$ cat config.mk
export PLATFORM = sky130hd
export DESIGN_NAME = cacheline_arbiter
export DESIGN_NICKNAME = d
export VERILOG_FILES = /design/src/rtl/rv32i_types.sv /design/src/rtl/cacheline_arbiter.sv
export SDC_FILE = /design/constraint.sdc
export NUM_CORES = 1
export LEC_CHECK = 0
export ABC_AREA = 1
export CAP_MARGIN = 20
export CORE_AREA = 5 5 544 546
export DETAILED_ROUTE_END_ITERATION = 8
export DIE_AREA = 0 0 549 551
export GPL_TIMING_DRIVEN = 0
export HOLD_SLACK_MARGIN = 0.03
export PLACE_DENSITY = 0.32
export SYNTH_ARGS = -nofsm -noshare
export SYNTH_HDL_FRONTEND = slang
export SYNTH_SLANG_ARGS = --single-unit
$ cat constraint.sdc
create_clock -name clk -period 12 [get_ports clk]
set_clock_uncertainty 0.05 [all_clocks]
set_input_delay 3 -clock clk [delete_from_list [all_inputs] [get_ports clk]]
set_output_delay 3 -clock clk [all_outputs]
set_load 0.02 [all_outputs]
$ cat src/rtl/rv32i_types.sv
// Shared types for the cacheline arbiter: FSM state, grant encoding and
// the default address/line widths.
package rv32i_types;

  localparam int ADDR_W_DEF = 32;
  localparam int LINE_W_DEF = 256;

  typedef enum logic [1:0] {
    IDLE    = 2'd0,
    SERVE_I = 2'd1,
    SERVE_D = 2'd2,
    RELEASE = 2'd3
  } arb_state_t;

  typedef enum logic {
    GRANT_I = 1'b0,
    GRANT_D = 1'b1
  } grant_t;

endpackage

$ cat src/rtl/cacheline_arbiter.sv
// Round-robin arbiter that multiplexes I-cache and D-cache line traffic onto a
// single physical memory port, one transaction at a time.
module cacheline_arbiter
  import rv32i_types::*;
#(
  parameter int ADDR_W = ADDR_W_DEF,
  parameter int LINE_W = LINE_W_DEF
) (
  input  logic              clk,
  input  logic              rst,

  input  logic              icache_read,
  input  logic [ADDR_W-1:0] icache_address,
  output logic [LINE_W-1:0] icache_rdata,
  output logic              icache_resp,

  input  logic              dcache_read,
  input  logic              dcache_write,
  input  logic [ADDR_W-1:0] dcache_address,
  input  logic [LINE_W-1:0] dcache_wdata,
  output logic [LINE_W-1:0] dcache_rdata,
  output logic              dcache_resp,

  output logic              pmem_read,
  output logic              pmem_write,
  output logic [ADDR_W-1:0] pmem_address,
  output logic [LINE_W-1:0] pmem_wdata,
  input  logic [LINE_W-1:0] pmem_rdata,
  input  logic              pmem_resp
);

  arb_state_t        state_q, state_d;
  grant_t            last_grant_q, last_grant_d;
  logic [ADDR_W-1:0] addr_q, addr_d;
  logic [LINE_W-1:0] wdata_q, wdata_d;
  logic              wr_q, wr_d;

  logic i_req, d_req, grant_i, grant_d;
  logic busy;

  assign i_req   = icache_read;
  assign d_req   = dcache_read | dcache_write;
  // Under contention the side that did not win last time gets the port.
  assign grant_i = i_req & (~d_req | (last_grant_q == GRANT_D));
  assign grant_d = d_req & ~grant_i;

  always_ff @(posedge clk or posedge rst) begin
    if (rst) begin
      state_q      <= IDLE;
      last_grant_q <= GRANT_D;
      addr_q       <= '0;
      wdata_q      <= '0;
      wr_q         <= 1'b0;
    end else begin
      state_q      <= state_d;
      last_grant_q <= last_grant_d;
      addr_q       <= addr_d;
      wdata_q      <= wdata_d;
      wr_q         <= wr_d;
    end
  end

  always_comb begin
    state_d      = state_q;
    last_grant_d = last_grant_q;
    addr_d       = addr_q;
    wdata_d      = wdata_q;
    wr_d         = wr_q;
    case (state_q)
      IDLE: begin
        if (grant_i) begin
          state_d      = SERVE_I;
          last_grant_d = GRANT_I;
          addr_d       = icache_address;
          wr_d         = 1'b0;
          wdata_d      = '0;
        end else if (grant_d) begin
          // A simultaneous read+write is treated as a writeback.
          state_d      = SERVE_D;
          last_grant_d = GRANT_D;
          addr_d       = dcache_address;
          wr_d         = dcache_write;
          wdata_d      = dcache_wdata;
        end
      end
      SERVE_I, SERVE_D: begin
        if (pmem_resp) state_d = RELEASE;
      end
      RELEASE: state_d = IDLE;
      default: state_d = IDLE;
    endcase
  end

  always_comb begin
    busy         = (state_q == SERVE_I) || (state_q == SERVE_D);
    pmem_read    = busy & ~wr_q;
    pmem_write   = busy & wr_q;
    pmem_address = busy ? addr_q : '0;
    pmem_wdata   = busy ? wdata_q : '0;
    icache_resp  = (state_q == SERVE_I) & pmem_resp;
    dcache_resp  = (state_q == SERVE_D) & pmem_resp;
    icache_rdata = icache_resp ? pmem_rdata : '0;
    dcache_rdata = dcache_resp ? pmem_rdata : '0;
  end

  a_dcache_rw_exclusive : assert property (@(posedge clk) disable iff (rst)
    !(dcache_read && dcache_write))
    else $warning("dcache_read and dcache_write both high; write issued");

endmodule
After elaboration in Yosys (flattened, before gate mapping)
Index checks and enable logic that the tools add are counted.
W data, S select, Z words.
{"block": "word_totals", "register_bits": 292, "input_bits": 582, "output_inout_bits": 804, "word_cells": 43}
{"block": "classes", "n_eq_ne": 5, "muxes": 16, "bitwise": 11, "reduce_logical": 6}
{"cell": "$mux W256", "n": 5}
{"cell": "$mux W32", "n": 3}
{"cell": "$and A1 B1 Y1", "n": 6}
{"cell": "$mux W2", "n": 3}
{"cell": "$pmux W2 S3", "n": 1}
{"cell": "$eq A2 B2 Y1 const B", "n": 2}
{"cell": "$mux W1", "n": 4}
{"cell": "$reduce_and A2 Y1", "n": 2}
{"cell": "$ne A3 B3 Y1 const B", "n": 1}
{"cell": "$not A1 Y1", "n": 3}
{"cell": "$eq A2 B1 Y1 const B", "n": 1}
{"cell": "$logic_not A2 Y1", "n": 1}
{"cell": "$ne A2 B2 Y1 const B", "n": 1}
{"cell": "$or A1 B1 Y1", "n": 2}
{"cell": "$reduce_bool A2 Y1", "n": 1}
{"cell": "$reduce_or A2 Y1", "n": 1}
{"cell": "$logic_or A1 B1 Y1", "n": 1}

Logic depth before layout (Yosys ltp)
{"block": "logic_depth", "depth_word": 9, "mapped_depth": 9, "depth_no_buf": 8}

Worst setup path after synthesis
OpenSTA, ideal clock, no wires.
{"block": "synth_timing", "path_kind": "input -> output", "start": "input port pmem_resp", "end": "output port icache_resp", "t_arrival_ps": 3842, "required_time_ps": 8950, "slack_ps": 5108, "stages": 4, "path_buffers": 2, "path_cell_list": "nand2_1 -> clkbuf_1 -> clkbuf_1 -> inv_1"}
{"block": "synth_between", "elab_chain_len": 1}
{"item": "start, declared", "line_no": "cacheline_arbiter.sv:29", "rtl": "input logic pmem_resp"}
{"item": "$and A1 B1 Y1", "line_no": "cacheline_arbiter.sv:100", "rtl": "icache_resp = (state_q == SERVE_I) & pmem_resp;"}
{"item": "end, declared", "line_no": "cacheline_arbiter.sv:15", "rtl": "output logic icache_resp,"}
Every way passes these cells.

Final worst setup path
{"block": "layout_timing", "start": "input port pmem_resp", "end": "output port icache_rdata[66]"}
{"block": "layout_between", "elab_chain_len": 2}
{"item": "$and A1 B1 Y1", "line_no": "cacheline_arbiter.sv:100"}
{"item": "$mux W256", "line_no": "cacheline_arbiter.sv:102", "rtl": "icache_rdata = icache_resp ? pmem_rdata : '0;"}
{"item": "end, declared", "line_no": "cacheline_arbiter.sv:14", "rtl": "output logic [LINE_W-1:0] icache_rdata,"}
Every way passes these cells.

==> flow_summary.ini <==
[status]
status = complete, no violations

[route]
routed_via_density = 2.94
firstDrtPassIters = 5
vias = 24200
routed_wl_mm = 237
avgRoutedWirePerCell_um = 28.7
ant_nets = 0
drtIter0Drc = 1469
drc = 0

[synthesis]
synthCells = 2860
synthesis.nets = 3446
synth-seq-cells = 292
synthDistinctLibCells = 16
avgSynthCellArea_um2 = 6.19
yosysSeqAreaShare_pct = 41.3
synth_warnings = 0
synth_area_um2 = 17700

[grt]
overflow = 0
grtUsageTotal_pct = 14.9
grt_start_max_net_pins = 104
grt_pass1_vias = 24900
grt_antenna_before_repair = 112
grt_pass1_wl_mm = 290

[setup_path]
critical_path_class = input pin to output pin
cp.required_ns = 8.95
crit_path_max_fanout = 10
crit_path_end_kind = output pin
cp.arrival_ns = 6.49
start_kind = input pin

[timing]
period_share_pct = 79.5
drv_slew = 0
fin_ws_ns = 2.46
slew_headroom_pct = 27.5
post-route-min-period_ns = 9.54
fmax_mhz = 105
tightest_slew_ns = 1.09
final_hold_viol_count = 0
finalSetupViolations = 0
grt_setup_unrepaired = false

[final_layout]
layout-drive-gt1-share_pct = 4.70
stdcell_area_um2 = 38000
nNetsFinal = 4881
regArea_um2 = 7310
multiInputGateArea_um2 = 7050
nFillCells = 33600
syn_to_final_growth_pct = 115

[job]
drv_cap = 0

[power_and_ir_drop]
intPower_w = 0.00422
p_switching_w = 0.00498
p_seq_share_pct = 18.1
leakage_nw = 18.6
comb_power_share_pct = 67.8
switching_share_pct = 54.1
peakVddDrop_mv = 0.0963
powerDensity_nw_per_um2 = 242
totalPowerFinal_w = 0.00920
power.share.clock_pct = 14.1

[die]
rows = 198
core_area_um2 = 290000
die_w_um = 549
start_util_pct = 6.10
fp.dieArea_um2 = 302000
io_pins = 1386
die_h_um = 551

[clock_tree]
ctsHoldBuffers = 0
cts.path.max_buffers = 3
cts.sinks = 292
clockRootBuffer = clkbuf_16
clkTransAtPathRegs_ns = 0.06
cts_resized = 0
clk_latency_ns = 0.63
h-tree-depth = 2
cts_tree = done
cts_setup_buffers = 0
cts_buffers = 42

[hold_path]
hold_path.class = flop to flop

[placed_design]
gp_congestion = 0.948
placed_area_um2 = 36600
portBuffers = 1384
dp_hpwl_mm = 215
place_worst_setup_slack_ns = 2.16
sequential cells by signal, indices dropped and copies added (netlist names):
register / count
wdata_q: 256
addr_q: 32
state_q: 2
last_grant_q: 1
wr_q: 1
metal layers:
layer,wire (um),track usage [%]
met1,105000,19.4
met2,108000,24.4
met3,20400,5.04
met4,3290,1.74
met5,185,0
cell usage after synthesis, drive strengths merged:
library cell	n	area [um2]
inv	618	2320
nand2	913	3430
ha	4	50.1
dfstp	1	26.3
clkbuf	67	251
nor2	516	1940
buf	124	762
o21ai	2	13.8
or2	1	6.26
nand3	323	1620
dfrtp	291	7280
critical path: stages:
cell and delay, ns:
clkdlybuf4s50_1 0.48, nand2_2 0.52, clkbuf_1 0.69, clkbuf_1 0.87, nor2_1 0.20, clkdlybuf4s50_1 0.64
power groups by stage:
stage | Sequential, W | Combinational (W) | Clock [W]
2_1_floorplan | 0.00158 | 0.00276 | 0
3_3_place_gp | 0.00169 | 0.00644 | 0
3_5_place_dp | 0.00168 | 0.00643 | 0
4_1_cts | 0.00167 | 0.00647 | 0.00136
5_1_grt | 0.00172 | 0.00674 | 0.00139
6_report | 0.00167 | 0.00624 | 0.00130
cell usage in the layout, fill, tap and decap left out, drive strengths merged:
cell / Yosys / routed
or2: 1 / 1
buf: 124 / 131
inv: 618 / 621
dfrtp: 291 / 291
nand3: 323 / 323
clkinvlp: 0 / 3
clkdlybuf4s50: 0 / 1384
ha: 4 / 4
bufinv: 0 / 2
nand2: 913 / 913
clkbuf: 67 / 120
dfstp: 1 / 1
diode: 0 / 17
clkinv: 0 / 11
o21ai: 2 / 2
nor2: 516 / 516
stage by stage:
step / hold slack [ns] / utilization, % / std cells / TNS, ns
after floorplan: 0.399 / - / 2860 / 0
after global placement: 0.415 / 12.6 / 8144 / -1439.95
after detailed placement: 0.415 / 12.6 / 8150 / 0
after CTS: 0.431 / 13.1 / 8222 / 0
after global routing: 0.440 / 13.1 / 8225 / 0
final: 0.427 / 13.1 / 8240 / 0
logic make-up after synthesis:
| family | after synthesis | share of synthesized area, % |
|---|---|---|
| and+or+nand+nor | 1753 | 39.5 |
| buffers and inverters | 809 | 18.8 |
| DFF | 292 | 41.3 |
| adders and majority gates | 4 | 0.283 |
| AOI/OAI and AO/OA | 2 | 0.0778 |
final timing paths:
check                           start                to  slack [ns]  depth (start not counted)
hold reg to reg            addr_q[16]        addr_q[16]        0.43                          2
hold / removal             addr_q[16]        addr_q[16]        0.43                          2
setup reg to reg           state_q[1]       wdata_q[20]        9.67                          8
max in group asynchronous         rst       wdata_q[99]        7.80                          4
min in group asynchronous         rst      wdata_q[236]        2.61                          2
setup / recovery            pmem_resp  icache_rdata[66]        2.46                          6
layout make-up:
cell class,count,area share (%)
multi-input cells,1759,18.6
repair buffers,1391,36.9
diodes,17,0.112
inverters,618,6.12
clock inverters,19,0.527
clock buffers,53,3.06
well taps,3900,12.8
flip-flops and latches,292,19.2
plain buffers,191,2.68
(Power assumes the default switching activity.)
